[config.mk]
export PLATFORM = sky130hd
export DESIGN_NAME = slow_event_arbiter
export DESIGN_NICKNAME = d
export VERILOG_FILES = /design/src/rtl/slow_event_arbiter.sv
export SDC_FILE = /design/constraint.sdc
export NUM_CORES = 1
export LEC_CHECK = 0
export ABC_AREA = 0
export BUFFER_PORTS_ARGS = -buffer_cell sky130_fd_sc_hd__buf_4
export CAP_MARGIN = 20
export CORE_MARGIN = 4
export CORE_UTILIZATION = 45
export DETAILED_ROUTE_END_ITERATION = 7
export GPL_TIMING_DRIVEN = 0
export PLACE_DENSITY_LB_ADDON = 0.15
export SLEW_MARGIN = 20
export SYNTH_ARGS = -nofsm -noshare
export SYNTH_HDL_FRONTEND = slang
export SYNTH_SLANG_ARGS = --single-unit
[constraint.sdc]
create_clock -name clk -period 2.25 [get_ports clk]
set_input_delay 0.3375 -clock clk [delete_from_list [all_inputs] [get_ports clk]]
set_output_delay 0.3375 -clock clk [all_outputs]
set_load 0.03 [all_outputs]
[src/rtl/slow_event_arbiter.sv]
// Queues fast-domain request edges and hands them one at a time to a slow
// consumer, holding each strobe until a synchronized slowClk rise is seen.
// Ports:
//   clk, reset  fast clock, synchronous active-high reset
//   req         per-requester event inputs (rising edge = one event)
//   slowClk     slow-domain clock, sampled as data
//   out,out_id  event strobe and index of the requester being presented
//   pending     captured events not yet granted
//   dropped     sticky flag: event arrived while already pending
module slow_event_arbiter #(
  parameter int N_REQ = 4,
  parameter int ID_W  = 2
) (
  input  logic             clk,
  input  logic             reset,
  input  logic [N_REQ-1:0] req,
  input  logic             slowClk,
  output logic             out,
  output logic [ID_W-1:0]  out_id,
  output logic [N_REQ-1:0] pending,
  output logic [N_REQ-1:0] dropped
);

  typedef enum logic [2:0] {
    IDLE,
    WAIT_LOW,
    WAIT_HIGH,
    GAP_LOW,
    GAP_HIGH
  } state_t;

  state_t           state_q;
  logic             sync1_q;
  logic             s_q;
  logic [N_REQ-1:0] req_q;
  logic [N_REQ-1:0] pending_q;
  logic [N_REQ-1:0] pending_d;
  logic [N_REQ-1:0] dropped_q;
  logic [N_REQ-1:0] dropped_d;
  logic [N_REQ-1:0] ev;
  logic [N_REQ-1:0] gnt_mask;
  logic [ID_W-1:0]  rr_ptr_q;
  logic [ID_W-1:0]  rr_ptr_d;
  logic [ID_W-1:0]  gnt_idx;
  logic [ID_W-1:0]  scan_idx;
  logic [ID_W-1:0]  out_id_q;
  logic             out_q;
  logic             gnt_any;
  logic             grant;

  assign ev = req & ~req_q;

  // Round-robin scan starting at rr_ptr, wrapping at N_REQ.
  always_comb begin
    gnt_any  = 1'b0;
    gnt_idx  = '0;
    scan_idx = rr_ptr_q;
    for (int j = 0; j < N_REQ; j++) begin
      if (!gnt_any && pending_q[scan_idx]) begin
        gnt_any = 1'b1;
        gnt_idx = scan_idx;
      end
      scan_idx = (scan_idx == ID_W'(N_REQ - 1)) ?
                 '0 : scan_idx + ID_W'(1);
    end
  end

  assign grant = (state_q == IDLE) && gnt_any;
  assign gnt_mask = grant ? (N_REQ'(1) << gnt_idx) : '0;

  // A new edge on the granted index re-arms it instead of dropping.
  always_comb begin
    pending_d = (pending_q & ~gnt_mask) | ev;
    dropped_d = dropped_q | (ev & pending_q & ~gnt_mask);
    rr_ptr_d  = rr_ptr_q;
    if (grant) begin
      rr_ptr_d = (gnt_idx == ID_W'(N_REQ - 1)) ?
                 '0 : gnt_idx + ID_W'(1);
    end
  end

  always_ff @(posedge clk) begin
    if (reset) begin
      state_q   <= IDLE;
      sync1_q   <= 1'b0;
      s_q       <= 1'b0;
      req_q     <= '0;
      pending_q <= '0;
      dropped_q <= '0;
      rr_ptr_q  <= '0;
      out_q     <= 1'b0;
      out_id_q  <= '0;
    end else begin
      sync1_q   <= slowClk;
      s_q       <= sync1_q;
      req_q     <= req;
      pending_q <= pending_d;
      dropped_q <= dropped_d;
      rr_ptr_q  <= rr_ptr_d;
      case (state_q)
        IDLE: begin
          if (gnt_any) begin
            out_q    <= 1'b1;
            out_id_q <= gnt_idx;
            state_q  <= WAIT_LOW;
          end
        end
        WAIT_LOW: begin
          if (!s_q) state_q <= WAIT_HIGH;
        end
        WAIT_HIGH: begin
          if (s_q) begin
            out_q   <= 1'b0;
            state_q <= GAP_LOW;
          end
        end
        GAP_LOW: begin
          if (!s_q) state_q <= GAP_HIGH;
        end
        GAP_HIGH: begin
          if (s_q) state_q <= IDLE;
        end
        default: begin
          out_q   <= 1'b0;
          state_q <= IDLE;
        end
      endcase
    end
  end

  assign out     = out_q;
  assign out_id  = out_id_q;
  assign pending = pending_q;
  assign dropped = dropped_q;

endmodule

; Yosys cells after proc, flatten, opt, wreduce, memory -nomap -nowiden
; Index checks and enable logic that the tools add are counted.
[classes]
n_addsub = 4
n_lt_le_gt_ge = 4
eq_ne = 13
n_shift = 1
muxes = 30
bitwise_logic = 9
n_reduce_logical = 12
[ops]
columns = operator, count
row1 = bitwise AND 4 bit, 4
row2 = 2-to-1 mux 2 bit, 8
row3 = 2-to-1 mux 3 bit, 5
row4 = case mux 3 bit (5 select lines), 1
row5 = "less-than comparator 2 x 3 -> 1 bit, second input constant", 4
row6 = 2-to-1 mux 1 bit, 10
row7 = "inequality test 2 bit, second input constant", 5
row8 = "adder 2 x 1 -> 2 bit, second input constant", 4
row9 = binary-select mux 1 bit (select 2 bit), 4
row10 = "equality test 2 bit, second input constant", 4
row11 = NOT 4 bit, 2
row12 = bitwise OR 4 bit, 2
row13 = "equality test 3 x 2 -> 1 bit, second input constant", 2
row14 = AND reduction 5 bit, 1
row15 = logical AND 1 bit, 4
row16 = 2-to-1 mux 4 bit, 1
row17 = "<< shifter 1 x 2 -> 4 bit, first input constant", 1
row18 = "equality test 3 x 1 -> 1 bit, second input constant", 1
row19 = "equality test 3 bit, second input constant", 1
row20 = zero test 1 bit, 3
row21 = zero test 3 bit, 1
row22 = case mux 1 bit (3 select lines), 1
row23 = AND reduction 3 bit, 1
row24 = OR reduction 3 bit, 1
row25 = other kinds (2), 2
[totals]
reg_bits = 22
inputBits = 7
output_inout_bits = 11
elab_cells = 82

; Depth between registers and ports, before layout
[logic_depth]
ltp_word = 17
ltp_mapped = 12
depth_no_buf = 10

; Worst setup path after synthesis
; No wires, ideal clock.
[synth_timing]
kind = register to register
from = reg rr_ptr_q[0]
to = reg dropped_q[2] (netlist: dropped[2])
setup_ns = 0.070
arrival_ns = 2.424
t_required_ns = 2.180
path_slack_ns = -0.244
stages_incl_launch_ff = 11
n_path_buf = 1
period_less_slack_ns = 2.494
cell_sequence = dfxtp_1 ha_1 buf_6 or3b_1 o31a_1 o22a_4 o211ai_1 inv_1 ha_1 a211o_1 a21oi_1
[synth_between]
elab_chain_cells = 17
word_cells_on_any_way = 37
classes_between = add/sub (3) / eq/ne (3) / shift (1) / mux (20) / bitwise (3) / reduce/logical (7)
[synth_rtl]
columns = element, line
row1 = from (decl), 42  ; logic [ID_W-1:0] rr_ptr_q;
row2 = from (signal assigned), 99  ; rr_ptr_q <= rr_ptr_d;
row3 = "parallel branches: the longest is 11 deep, another holds adder 2 x 1 -> 2 bit", n/a
row4 = 2-to-1 mux 2 bit *, 59  ; if (!gnt_any && pending_q[scan_idx]) begin
row5 = net gnt_idx[0], 44  ; logic [ID_W-1:0] gnt_idx;
row6 = << shifter 1 x 2 -> 4 bit *, 69  ; assign gnt_mask = grant ? (N_REQ'(1) << gnt_idx) : '0;
row7 = 2-to-1 mux 4 bit *, 69
row8 = NOT 4 bit *, 74  ; dropped_d = dropped_q | (ev & pending_q & ~gnt_mask);
row9 = bitwise AND 4 bit *, 74
row10 = bitwise OR 4 bit *, 74
row11 = to (signal assigned), 98  ; dropped_q <= dropped_d;
row12 = to (decl), 38  ; logic [N_REQ-1:0] dropped_q;
; Mark *: on every way through the listed nets, which the timed path passes. The select of a mux whose other input is x is not followed.
; A chain may end at the register's enable or synchronous reset.

; Final worst setup path
[layout_timing]
from = reg rr_ptr_q[0]
to = reg dropped_q[0] (netlist: dropped[0])
; The elaborated chain is that of the path after synthesis.

==> results.md <==
Critical path:
- Data on the critical path is required at its endpoint by between 2 and 2.5 ns.
- The critical path startpoint category is a flip-flop.
- Walking the worst path, the cells encountered are ha_4 -> buf_6 -> xnor2_4 -> o31a_1 -> o22a_4 -> nor2_4 -> a31oi_4 -> inv_2 -> ha_2 -> a211o_1 -> a21oi_2.
- The cell family contributing the most delay on the critical path is compound AO/OA/AOI/OAI gates.
- The largest fanout on the critical path is 6.
- For the worst setup path, the data arrival time is ~2.7 ns.
- The critical path's largest stage delay is 0.38 ns.
- The slowest stage of the critical path belongs to the cell dfxtp_4.
- The buffers plus inverters on the worst setup path is 2.
- The endpoint type of the worst setup path is a flip-flop.
- The class of the most critical setup path is flip-flop to flip-flop.

CTS:
- The clock transition time at the flip-flop clock pins of the worst setup and hold paths is ~0.12 ns.
- The clock tree from TritonCTS is done.
- The maximum clock insertion buffer count is 2.
- CTS saw 22 sinks.
- The later pin in the worst-skew pair is clocked with a latency of around 0.3 ns.
- Counting the buffers created by CTS gives 3.
- The H-tree depth reported by CTS is 1.
- The clock tree root buffer cell is clkbuf_4.
- The quantity of hold-fixing buffers added after cts is 0.

Floorplan:
- Row generation in the floorplan step produced 19 rows.
- The initial core utilization is 47.0%.
- The die covers 0.00377 mm2.
- The core region is 0.00273 mm2.
- The count of pins on the block boundary is 18.
- The height of the chip is approximately 61 um.
- The die width is between 60 and 70 um.

GRT:
- Entering global routing, the biggest net connects 13 pins.
- Global routing used about 18% of the available tracks.
- The number of antenna violations at the first check in global routing came to 0.
- The first global-routing pass estimated about 5000 um of wire.
- The via count of the first global-routing pass is roughly 1.2k.
- Summed over all layers, the global routing overflow is 0.

Yosys:
- The number of nets in the synthesized netlist is between 150 and 200.
- The largest total area in the synthesized netlist belongs to dfxtp_1.
- After synthesis the netlist holds a flip-flop and latch count of 22.
- Counting flops with a built-in enable in the synthesized netlist gives 0.
- The netlist area before placement is roughly 0.0013 mm2.
- For this run, the leading register cell type out of synthesis is dfxtp_1.
- The Yosys step of the flow raised 0 warnings.
- Yosys mapped the design onto 38 distinct sky130hd cell types.
- The proportion of synthesized flip-flops having asynchronous set or reset is 0%.
- The share of the synthesized area in the top cell type is between 30 and 40%.
- The sequential element share of the synthesized area is between 30% and 40%.
- The synthesized area per cell is approximately 8.3 um2.
- After synthesis, the cell types taking the most area are dfxtp_1 (34%), a21oi_1 (6.6%), ha_1 (4.9%), mux2i_1 (4.7%), inv_1 (3.8%).
- The cell count after synthesis came out at roughly 150.

Pwr:
- Registers are responsible for 21.4% of the overall power.
- The fraction of power consumed by combinational cells is a little over two thirds.
- Of the total power, the clock network draws between 8 and 9%.
- The net switching power of the design is about 1100 uW.
- The internal portion of total power is 1420 uW.
- The standby leakage power is just over 0.0007 uW.
- The net switching fraction of the power is 43.1%.
- Power spread over the standard cell area amounts to approximately 1400 mW/mm2.
- The worst IR drop on VDD is 886 uV.

STA:
- The minimum clock period is 2.41 ns.
- Setup repair after global routing could not meet its margin everywhere.
- For the pin with the worst max-slew slack, the measured transition is 0.498 ns.
- For this run, the top clock speed supported by timing is just over 400 MHz.
- The setup-violating endpoint count in the final report is 9.
- The max-slew violation total from the final report is 0.
- Between clock sinks in the finished design, the worst skew comes to 0.00386 ns.
- The tightest slew margin relative to the limit is approximately two thirds.
- The post-route fraction of the period consumed by the critical path is 107%.
- The tightest hold margin is 0.249 ns.
- The final hold violation count was 0.
- For the final routed database, the setup TNS stands at -0.863 ns.
- The final critical-path setup slack is -0.163 ns.

Route:
- The DRC violation count after routing is 0.
- For this block, the initial DRC count from the detailed router was 50.
- After detailed routing, the total wire length is around 3300 um.
- The average vias per placed instance is about 5.7.
- The final routed wire length divided by cell count is between 15 and 20 um.
- The pre-antenna-repair detailed-routing pass consisted of 4 iterations.
- The total via count in the routed design is ~1.2k.
- The number of nets with antenna violations after routing is 0.

Final layout:
- Once layout is done, the placed cells without fillers occupy 0.00180 mm2.
- Compared with the post-synthesis result, the final layout area differs by 39.9%.
- The repair_antennas step left the layout with diodes totalling 0.
- In the final layout, the share of cells above drive strength 1 is 39.6%.
- The net total in the final layout is 200.

Placed design:
- Timing analysis after detailed placement gives a worst setup slack of -0.328 ns.
- The cell area after placement is about 0.0015 mm2.
- During placement, the flow inserted port buffers numbering 17.
- The global placer's final weighted congestion is between 0.8 and 0.9.
- The total half-perimeter wirelength after legalization and detailed placement is about 2100 um.

Hold path:
- The path class of the lowest-slack min-delay path is input port to flip-flop.

Run status:
- The checks that failed: setup timing.
- The run finished, with violations left.

Run:
- Max-cap violations in this run came to 0.
## path summary, 6_finish.rpt
kind / slack (ns) / cells past startpoint / from / end
setup / recovery: -0.16 / 11 / rr_ptr_q[0]$_SDFFE_PP0P_ / dropped[0]$_SDFF_PP0_
hold / removal: 0.25 / 2 / req[1] / req_q[1]$_SDFF_PP0_
setup reg to reg: -0.16 / 11 / rr_ptr_q[0]$_SDFFE_PP0P_ / dropped[0]$_SDFF_PP0_
hold reg to reg: 0.46 / 1 / sync1_q$_SDFF_PP0_ / s_q$_SDFF_PP0_
## power by group through the flow
stage | clock network (uW) | registers (uW) | logic (uW)
2_1_floorplan | 0 | 612 | 837
3_3_place_gp | 0 | 543 | 1140
3_5_place_dp | 0 | 547 | 1150
4_1_cts | 224 | 531 | 1370
5_1_grt | 239 | 545 | 1870
6_report | 214 | 534 | 1750
## placed cells by master (no fill, tap or decap), types with 2 or more instances in the layout
| cell | instances |
|---|---|
| a22oi_1 | 2 |
| o21ai_0 | 5 |
| o21ai_1 | 2 |
| a21o_1 | 5 |
| a211o_1 | 5 |
| dfxtp_1 | 18 |
| nor3_1 | 4 |
| buf_2 | 3 |
| a31oi_4 | 2 |
| clkbuf_1 | 3 |
| buf_6 | 5 |
| nor2b_1 | 6 |
| clkbuf_2 | 2 |
| ha_4 | 3 |
| a21oi_2 | 4 |
| a31oi_1 | 2 |
| buf_4 | 26 |
| inv_1 | 12 |
| clkbuf_4 | 3 |
| mux2i_1 | 4 |
| dfxtp_2 | 3 |
| nor2_1 | 8 |
| nand2b_1 | 6 |
| a21oi_1 | 13 |
| ha_2 | 2 |
| nand2_1 | 9 |
## routing by layer
metal  vias up  track usage, %  share of wire, %
met5         -               0                 0
met4         0            9.39               2.1
met3         8            3.56               4.4
met2        32            30.2                49
met1       601            22.8                44
li1        604               -                 -
## through the flow
step | power (uW) | instances | utilization [%]
floorplan | 1450 | 154 | -
global placement | 1680 | 202 | 54.9
detailed placement | 1700 | 202 | 54.9
CTS | 2120 | 214 | 59.8
global route | 2660 | 218 | 65.7
finish | 2490 | 218 | 65.7
## sequential cells by signal (all words and copies together) (netlist names)
register	cells
pending	4
req_q	4
state_q	3
out_id	2
sync1_q	1
out	1
dropped	4
s_q	1
rr_ptr_q	2
## cell families after synthesis
logic type	count (synthesis)	share of synthesized area, %
AO/OA/AOI/OAI	52	27.2
XOR/XNOR	2	1.36
adder cells (fa/ha/maj)	5	4.87
buffers and inverters	24	8.58
flip-flops	22	34.3
multiplexers	8	7.31
AND/OR/NAND/NOR	41	16.4
## layout make-up
type,count,area (um2)
Fill cell,230,938
Multi-Input combinational cell,108,921
Sequential cell,22,448
Timing Repair Buffer,30,240
Buffer,10,62.6
Inverter,13,48.8
Tap cell,31,38.8
Clock buffer,4,36.3
## cell usage after synthesis, types with 2 or more instances
master and count:
mux2i_1 6, dfxtp_1 22, nor3_1 4, clkbuf_1 5
nor2b_1 7, a31oi_1 4, nand2b_1 6, nand2_1 9
inv_1 13, buf_6 2, ha_1 5, a211o_1 5
xnor2_1 2, a21oi_1 17, a21o_1 5, nor2_1 9
o21ai_0 7, a22oi_1 3, buf_2 4
## timing repair
item,4_1_cts,5_1_grt
endpoints found under the setup margin,10,12
endpoints found under the hold margin,0,0
buffers inserted,9,3
resized for setup,12,27
cloned,0,1
pin swaps,10,10
## worst reg2reg max path: cells and delay by family (launching register included)
| family | cells | cell delay [ns] |
|---|---|---|
| buffers and inverters | 2 | 0.22 |
| AOI/OAI and AO/OA | 5 | 1.09 |
| DFF | 1 | 0.38 |
| and+or+nand+nor | 1 | 0.05 |
| adders and majority gates | 2 | 0.51 |
| xor gates and xnor gates | 1 | 0.11 |
Power figures use the tool's default switching activity.
